### config.mk
export PLATFORM = sky130hd
export DESIGN_NAME = bytebeat_voice_mixer_flat
export DESIGN_NICKNAME = d
export VERILOG_FILES = /design/src/rtl/bytebeat_voice_mixer_if.sv /design/src/rtl/bytebeat_voice_mixer.sv /design/src/flat_wrapper.sv
export SDC_FILE = /design/constraint.sdc
export NUM_CORES = 1
export LEC_CHECK = 0
export ABC_AREA = 1
export CAP_MARGIN = 10
export CORE_MARGIN = 2
export CORE_UTILIZATION = 39
export CTS_CLUSTER_SIZE = 30
export DETAILED_ROUTE_END_ITERATION = 16
export GPL_ROUTABILITY_DRIVEN = 0
export MAX_ROUTING_LAYER = met4
export SYNTH_ARGS = -nofsm -noshare
export SYNTH_HDL_FRONTEND = slang
export SYNTH_SLANG_ARGS = --single-unit
### constraint.sdc
create_clock -name clk -period 19.3 [get_ports clk]
set_clock_uncertainty 0.1 [all_clocks]
set_input_delay 5.79 -clock clk [delete_from_list [all_inputs] [get_ports clk]]
set_output_delay 5.79 -clock clk [all_outputs]
set_load 0.02 [all_outputs]
### src/rtl/bytebeat_voice_mixer_if.sv
// Sample handshake bundle between the bytebeat generators and the mixer.
// One valid/ready pair per voice, samples packed voice-major.
interface bytebeat_voice_mixer_if #(
    parameter int NUM_CH   = 8,
    parameter int SAMPLE_W = 8
);
    logic [NUM_CH*SAMPLE_W-1:0] pcm_data;
    logic [NUM_CH-1:0]          pcm_vld;
    logic [NUM_CH-1:0]          pcm_rdy;

    modport master (
        output pcm_data,
        output pcm_vld,
        input  pcm_rdy
    );

    modport slave (
        input  pcm_data,
        input  pcm_vld,
        output pcm_rdy
    );
endinterface

### src/rtl/bytebeat_voice_mixer.sv
// Multi-voice bytebeat back end: sample-rate tick, per-voice capture,
// averaged mix and glitch-free PWM for each voice and the mix.
module bytebeat_voice_mixer #(
    parameter int NUM_CH   = 8,
    parameter int SAMPLE_W = 8,
    parameter int DIV_W    = 9
) (
    input  logic                clk,
    input  logic                rst_n,
    input  logic [DIV_W-1:0]    div,
    input  logic [NUM_CH-1:0]   ch_en,
    bytebeat_voice_mixer_if.slave pcm,
    input  logic                underrun_clr,
    output logic                tick,
    output logic [NUM_CH-1:0]   underrun,
    output logic [SAMPLE_W-1:0] mix_out,
    output logic [NUM_CH-1:0]   pwm_out,
    output logic                pwm_mix
);
    localparam int LG    = $clog2(NUM_CH);
    localparam int SUM_W = SAMPLE_W + LG;

    logic [DIV_W-1:0]    cnt;
    logic [SAMPLE_W-1:0] hold [NUM_CH];
    logic [SAMPLE_W-1:0] duty [NUM_CH];
    logic [SAMPLE_W-1:0] duty_mix;
    logic [SAMPLE_W-1:0] pwm_cnt;
    logic [SAMPLE_W-1:0] mix_q;
    logic                mix_upd;
    logic [NUM_CH-1:0]   ur_q;
    logic [NUM_CH-1:0]   ur_set;
    logic [NUM_CH-1:0]   pwm_q;
    logic                pwm_mix_q;
    logic [SUM_W-1:0]    sum;
    logic                tick_c;

    // Gated by rst_n so no strobe escapes while reset is held.
    assign tick_c = rst_n & (cnt >= div);
    assign tick   = tick_c;

    assign pcm.pcm_rdy = {NUM_CH{tick_c}};
    assign underrun    = ur_q;
    assign mix_out     = mix_q;
    assign pwm_out     = pwm_q;
    assign pwm_mix     = pwm_mix_q;

    always_ff @(posedge clk) begin
        if (!rst_n) begin
            cnt <= '0;
        end else if (cnt >= div) begin
            cnt <= '0;
        end else begin
            cnt <= cnt + 1'b1;
        end
    end

    always_ff @(posedge clk) begin
        if (!rst_n) begin
            for (int i = 0; i < NUM_CH; i++) begin
                hold[i] <= '0;
            end
        end else if (tick_c) begin
            for (int i = 0; i < NUM_CH; i++) begin
                if (pcm.pcm_vld[i]) begin
                    hold[i] <= pcm.pcm_data[i*SAMPLE_W +: SAMPLE_W];
                end
            end
        end
    end

    always_comb begin
        ur_set = '0;
        if (tick_c) begin
            ur_set = ch_en & ~pcm.pcm_vld;
        end
    end

    // A set in the same cycle as a clear must survive.
    always_ff @(posedge clk) begin
        if (!rst_n) begin
            ur_q <= '0;
        end else begin
            ur_q <= (ur_q & ~{NUM_CH{underrun_clr}}) | ur_set;
        end
    end

    always_comb begin
        sum = '0;
        for (int i = 0; i < NUM_CH; i++) begin
            if (ch_en[i]) begin
                sum = sum + SUM_W'(hold[i]);
            end
        end
    end

    always_ff @(posedge clk) begin
        if (!rst_n) begin
            mix_upd <= 1'b0;
            mix_q   <= '0;
        end else begin
            mix_upd <= tick_c;
            if (mix_upd) begin
                mix_q <= SAMPLE_W'(sum >> LG);
            end
        end
    end

    // Duty reloads only on the wrap so a period is never cut short.
    always_ff @(posedge clk) begin
        if (!rst_n) begin
            pwm_cnt  <= '0;
            duty_mix <= '0;
            for (int i = 0; i < NUM_CH; i++) begin
                duty[i] <= '0;
            end
        end else begin
            pwm_cnt <= pwm_cnt + 1'b1;
            if (pwm_cnt == '1) begin
                duty_mix <= mix_q;
                for (int i = 0; i < NUM_CH; i++) begin
                    duty[i] <= hold[i];
                end
            end
        end
    end

    always_ff @(posedge clk) begin
        if (!rst_n) begin
            pwm_q     <= '0;
            pwm_mix_q <= 1'b0;
        end else begin
            pwm_mix_q <= (pwm_cnt < duty_mix);
            for (int i = 0; i < NUM_CH; i++) begin
                pwm_q[i] <= (pwm_cnt < duty[i]);
            end
        end
    end
endmodule
### src/flat_wrapper.sv
// flat-port wrapper written by rule: the top's interface ports become plain ports
module bytebeat_voice_mixer_flat 
#(
    parameter int NUM_CH   = 8,
    parameter int SAMPLE_W = 8,
    parameter int DIV_W    = 9
)
  (clk, rst_n, div, ch_en, underrun_clr, tick, underrun, mix_out, pwm_out, pwm_mix, pcm_pcm_data, pcm_pcm_vld, pcm_pcm_rdy);
  bytebeat_voice_mixer_if #(.NUM_CH(NUM_CH), .SAMPLE_W(SAMPLE_W)) pcm_i ();
  input  logic clk;
  input  logic rst_n;
  input  logic [DIV_W-1:0] div;
  input  logic [NUM_CH-1:0] ch_en;
  input  logic underrun_clr;
  output logic tick;
  output logic [NUM_CH-1:0] underrun;
  output logic [SAMPLE_W-1:0] mix_out;
  output logic [NUM_CH-1:0] pwm_out;
  output logic pwm_mix;
  input wire logic [$bits(pcm_i.pcm_data)-1:0] pcm_pcm_data;
  input wire logic [$bits(pcm_i.pcm_vld)-1:0] pcm_pcm_vld;
  output wire logic [$bits(pcm_i.pcm_rdy)-1:0] pcm_pcm_rdy;
  assign pcm_i.pcm_data = pcm_pcm_data;
  assign pcm_i.pcm_vld = pcm_pcm_vld;
  assign pcm_pcm_rdy = pcm_i.pcm_rdy;
  bytebeat_voice_mixer #(.NUM_CH(NUM_CH), .SAMPLE_W(SAMPLE_W), .DIV_W(DIV_W)) u_core (.clk(clk), .rst_n(rst_n), .div(div), .ch_en(ch_en), .pcm(pcm_i), .underrun_clr(underrun_clr), .tick(tick), .underrun(underrun), .mix_out(mix_out), .pwm_out(pwm_out), .pwm_mix(pwm_mix));
endmodule
======== Word level (Yosys, flattened, before mapping) ========
Memory sizes are Yosys's and may differ from the RTL's.
Cells that the tools add are included.
word-level totals
  register bits after elaboration ......... 51
  memory bits (writable) .................. 128
  input port bits ......................... 92
  output and inout bits ................... 34
  logic and storage cells ................. 115
  memories ................................ 2
memory list
  memory       words  width  rd ports  clocked after memory_dff  wr ports  line                        text
  u_core.duty  8      8      8         0                         8         bytebeat_voice_mixer.sv:25  logic [SAMPLE_W-1:0] duty [NUM_CH];
  u_core.hold  8      8      8         0                         8         bytebeat_voice_mixer.sv:24  logic [SAMPLE_W-1:0] hold [NUM_CH];
cells by class
  $add $sub $neg .......................... 9
  magnitude comparators ................... 10
  equality and inequality tests ........... 1
  mux-type cells .......................... 61
  bitwise operators ....................... 23
  reductions and logical operators ........ 1
operators with widths
  kind                                          number
  two-way mux 8 bit                             18
  two-way mux 11 bit                            7
  less-than comparator 8 bit                    9
  adder 11 x 8 -> 11 bit                        6
  two-way mux 1 bit                             36
  AND 8 bit                                     2
  inverter 8 bit                                2
  OR 1 bit                                      16
  adder 8 x 8 -> 9 bit                          1
  adder 9 x 1 -> 9 bit (second input constant)  1
  >= comparator 9 bit                           1
  adder 8 x 1 -> 8 bit (second input constant)  1
  == test 8 bit (second input constant)         1
  OR 8 bit                                      1
  OR reduction 2 bit                            1
  AND 1 bit                                     1
  inverter 1 bit                                1

======== Logic depth before layout (Yosys ltp) ========
An unclocked memory read counts as a cell.
  word-level depth ........................ 16
  mapped depth ............................ 57
  gate-level depth less buffers ........... 56

======== Least setup slack after synthesis ========
Ideal clock, no wire load.
  path kind ............................... input port to output port
  from .................................... input port div[2]
  to ...................................... output port pcm_pcm_rdy[0]
  arrival time ............................ 7519 ps
  data required time ...................... 13410 ps
  path slack .............................. 5891 ps
  stages on the path ...................... 13
  path buffers ............................ 1
  cells stage by stage .................... inv_1 ha_1 nand2_1 o211ai_1 nand3_1 nand2_1 nand3_1 nand2_1 a21oi_1 o21ai_0 nand2_1 inv_2 buf_4
between the ends
  cells in the longest elaborated chain, start to end .. 2
RTL lines
  element              line                        text
  start, declared      flat_wrapper.sv:12          input logic [DIV_W-1:0] div;
  >= comparator 9 bit  bytebeat_voice_mixer.sv:38  assign tick_c = rst_n & (cnt >= div);
  AND 1 bit            bytebeat_voice_mixer.sv:38
  end, declared        flat_wrapper.sv:22          output wire logic [$bits(pcm_i.pcm_rdy)-1:0] pcm_pcm_rdy;
Every way passes these cells.

======== Worst setup path after layout ========
  from .................................... input port div[2]
  to ...................................... output port tick
between the ends
  cells in the longest elaborated chain, start to end .. 2
RTL lines
  element              line                        text
  >= comparator 9 bit  bytebeat_voice_mixer.sv:38
  AND 1 bit            bytebeat_voice_mixer.sv:38
  end, declared        flat_wrapper.sv:15          output logic tick;
Every way passes these cells.

==> out/metrics.cfg <==
[synth]
synth_cells=1463
synth_top_cell_by_area=edfxtp_1
yosys-mux-area-fraction_pct=0
synth-adder-area-share_pct=14.7
postSynthAreaPerCell_um2=8.03
ys.flop_type=edfxtp_1
synth_area_mm2=0.0117
ys_ff_latch=179
synth_top_family_by_area=simple AND/OR/NAND/NOR gates
synth-edff-count=128
synth_compound_area_share_pct=9.63
yosys.cell_types.count=45
ys_seq_area_share_pct=41.4
synthTopCellsByArea=edfxtp_1, ha_1, inv_1
synthArstFlopShare_pct=0
synth.net_count=1689
synth_top_area_share_pct=32.7
synthSimpleGateAreaFrac_pct=20.3
ys_warn_count=0
synth_xor_area_share_pct=1.86

[sta]
rsz0062_at_grt=no
post-route-worst-setup-slack_ns=4.47
period_needed_ns=14.83
fin_tns_setup_ns=0
finalSetupViolations=0
post-route-period-util_pct=76.8
drv_slew=0
hold_viol=0
tightest_slew_ns=0.765
max_freq_mhz=67.4
slew_headroom_pct=48.8

[cells_and_area]
diodes=0
nNetsFinal=1806
seq_area_mm2=0.00486
mostFrequentLayoutCells=inv_1, nand2_1, nor2_1, ha_1, edfxtp_1
final_common_cell=inv_1
area_delta_synth_final_pct=18.9
nFillCells=2941
drive_gt1_share_pct=4.39
multi_input_area_mm2=0.00547
final_area_mm2=0.0140

[worst_setup_path]
startpoint_type=input pin
crit_arrival_ns=8.94
path_buf_inv=4
cpMostUsedCell=nand2_1
reg2reg_depth=51
cp_cell_sequence=clkdlybuf4s50_1 -> inv_1 -> ha_1 -> nand2_1 -> o211ai_1 -> nand3_1 -> nand2_1 -> nand3_1 -> nand2_1 -> a21oi_1 -> o21ai_0 -> nand2_1 -> inv_2 -> clkdlybuf4s50_1
path_delay_family=buffers and inverters
reg2reg_slack_ns=11.07
worstReg2RegStart=u_core.hold[0][0]$_SDFFCE_PN0P_
cpPeakStageDelay_ns=0.68
worstSetupEndpointType=output pin
cp_max_fo=16
critPathSlowestCell=clkdlybuf4s50_1
crit_required_ns=13.41
critical_path_class=in2out
r2r-end=u_core.mix_out[7]$_SDFFE_PN0P_

[cts]
post_cts_buffers=0
cts_resized=0
cts_tree=done
cts_buffers=17
htree_levels=4
cts.sink_count=179
cts_buffer_depth=2
root_buffer=clkbuf_16
clock_latency_ns=0.44
hold_buffers=0
clk_pin_slew_ns=0.07

[min_path]
hold_depth=1
min_to=u_core.cnt[0]$_SDFF_PP0_
hp-start=u_core.cnt[0]$_SDFF_PP0_
hold_class=reg2reg

[flow_run]
max_cap_viol_count=0

[floorplanning]
coreArea_mm2=0.0296
initial_core_util_pct=39.6
num_io_pins=126
die_width_um=178
die-area_mm2=0.0315
die_y_um=178
num_rows=63

[power]
leakage_nw=6.79
power.density_mw_per_mm2=74.1
total_power_mw=1.03
peakVddDrop_mv=0.0568

[global_route]
grt_pass1_wl_um=46900
antenna_found_initial=1
grt_max_degree=52
grtUsageTotal_pct=19.8
grt_overflow=0
grt_pass1_vias=9314

[detailed_routing]
totalWireLength_um=29000
ant_nets=0
drc=0
drt-wirelength-per-cell_um=14.6
vias_per_cell=4.81
firstDrtPassIters=7
dr.first_iter.drc_count=609
vias=9548

[placed_design]
dp.final_hpwl_um=22000
post_dp_cell_area_mm2=0.0134
place_ws_ns=4.41
port_buffers=125

[run_status]
outcome=finished clean

cell usage after synthesis (2+ instances only):
library cell    n
inv_2           3
o32ai_1         7
clkbuf_1       14
nand3_1        69
o22ai_1         9
a2111oi_0       3
o21ai_0        41
a21oi_1        89
a21o_1          4
and2_1          4
a31oi_1         5
or2_2          11
o31ai_1         2
xor2_1         20
dfxtp_1        51
nand3b_1        6
nor2_1        140
nand4_1        14
clkinv_1        2
nand3_2         4
o21ai_1         9
buf_1           7
xnor2_1         5
fa_1            6
o211ai_1       10
a211oi_1        2
nor3b_1         3
inv_1         333
buf_4           8
nand2_4         3
ha_1          128
nand2_1       281
o21a_1          3
nand2_2        10
nor3_1         13
a21boi_0        8
edfxtp_1      128
routing by layer:
layer | global-route usage (%) | routed length, µm | vias to the layer above
met5 | - | 0 | -
met4 | 4.51 | 399 | 0
met3 | 3.79 | 1580 | 27
met2 | 31.3 | 13000 | 230
met1 | 26.4 | 14000 | 4354
li1 | - | - | 4937
state kept, by name (all words and copies together), names as in the netlist:
signal	cells
u_core.hold	64
u_core.pwm_out	8
u_core.duty_mix	8
u_core.cnt	9
u_core.pwm_mix	1
u_core.duty	64
u_core.pwm_cnt	8
u_core.mix_out	8
u_core.underrun	8
u_core.mix_upd	1
cell type report:
type | count | share of cell area, %
repair buffers | 129 | 9.14
clock inverters | 10 | 0.663
clock buffers | 22 | 3.63
flip-flops and latches | 179 | 34.8
inverters | 338 | 9.08
multi-input cells | 915 | 39.2
well taps | 390 | 3.49
logic make-up (layout without fill, tap and decap cells):
group                      after synthesis  in the layout
and+or+nand+nor                        559            559
buffers and inverters                  369            499
AOI/OAI and AO/OA                      197            197
DFF                                    179            179
adders and majority gates              134            134
xor gates and xnor gates                25             25
worst max path at each step:
stage          slack (ns)             end    from  cells past startpoint
4_1_cts              4.40  pcm_pcm_rdy[2]  div[2]                     14
2_1_floorplan        5.89  pcm_pcm_rdy[0]  div[2]                     13
3_5_place_dp         4.41  pcm_pcm_rdy[7]  div[2]                     14
5_1_grt              4.15  pcm_pcm_rdy[1]  div[2]                     14
3_3_place_gp         4.54            tick  div[2]                     14
6_report             4.47            tick  div[2]                     14
stage by stage:
step | hold slack [ns] | instances | util (%)
2_1_floorplan | 0.330 | 1463 | -
3_3_place_gp | 0.346 | 1951 | 45.1
3_5_place_dp | 0.352 | 1951 | 45.1
4_1_cts | 0.367 | 1983 | 47.1
5_1_grt | 0.387 | 1983 | 47.1
6_report | 0.361 | 1983 | 47.1
where the power goes:
part / switching [mW] / internal, mW
clock network: 0.156 / 0.201
registers: 0.00981 / 0.427
logic: 0.143 / 0.0983
total: 0.309 / 0.726
Power figures use the tool's default switching activity.
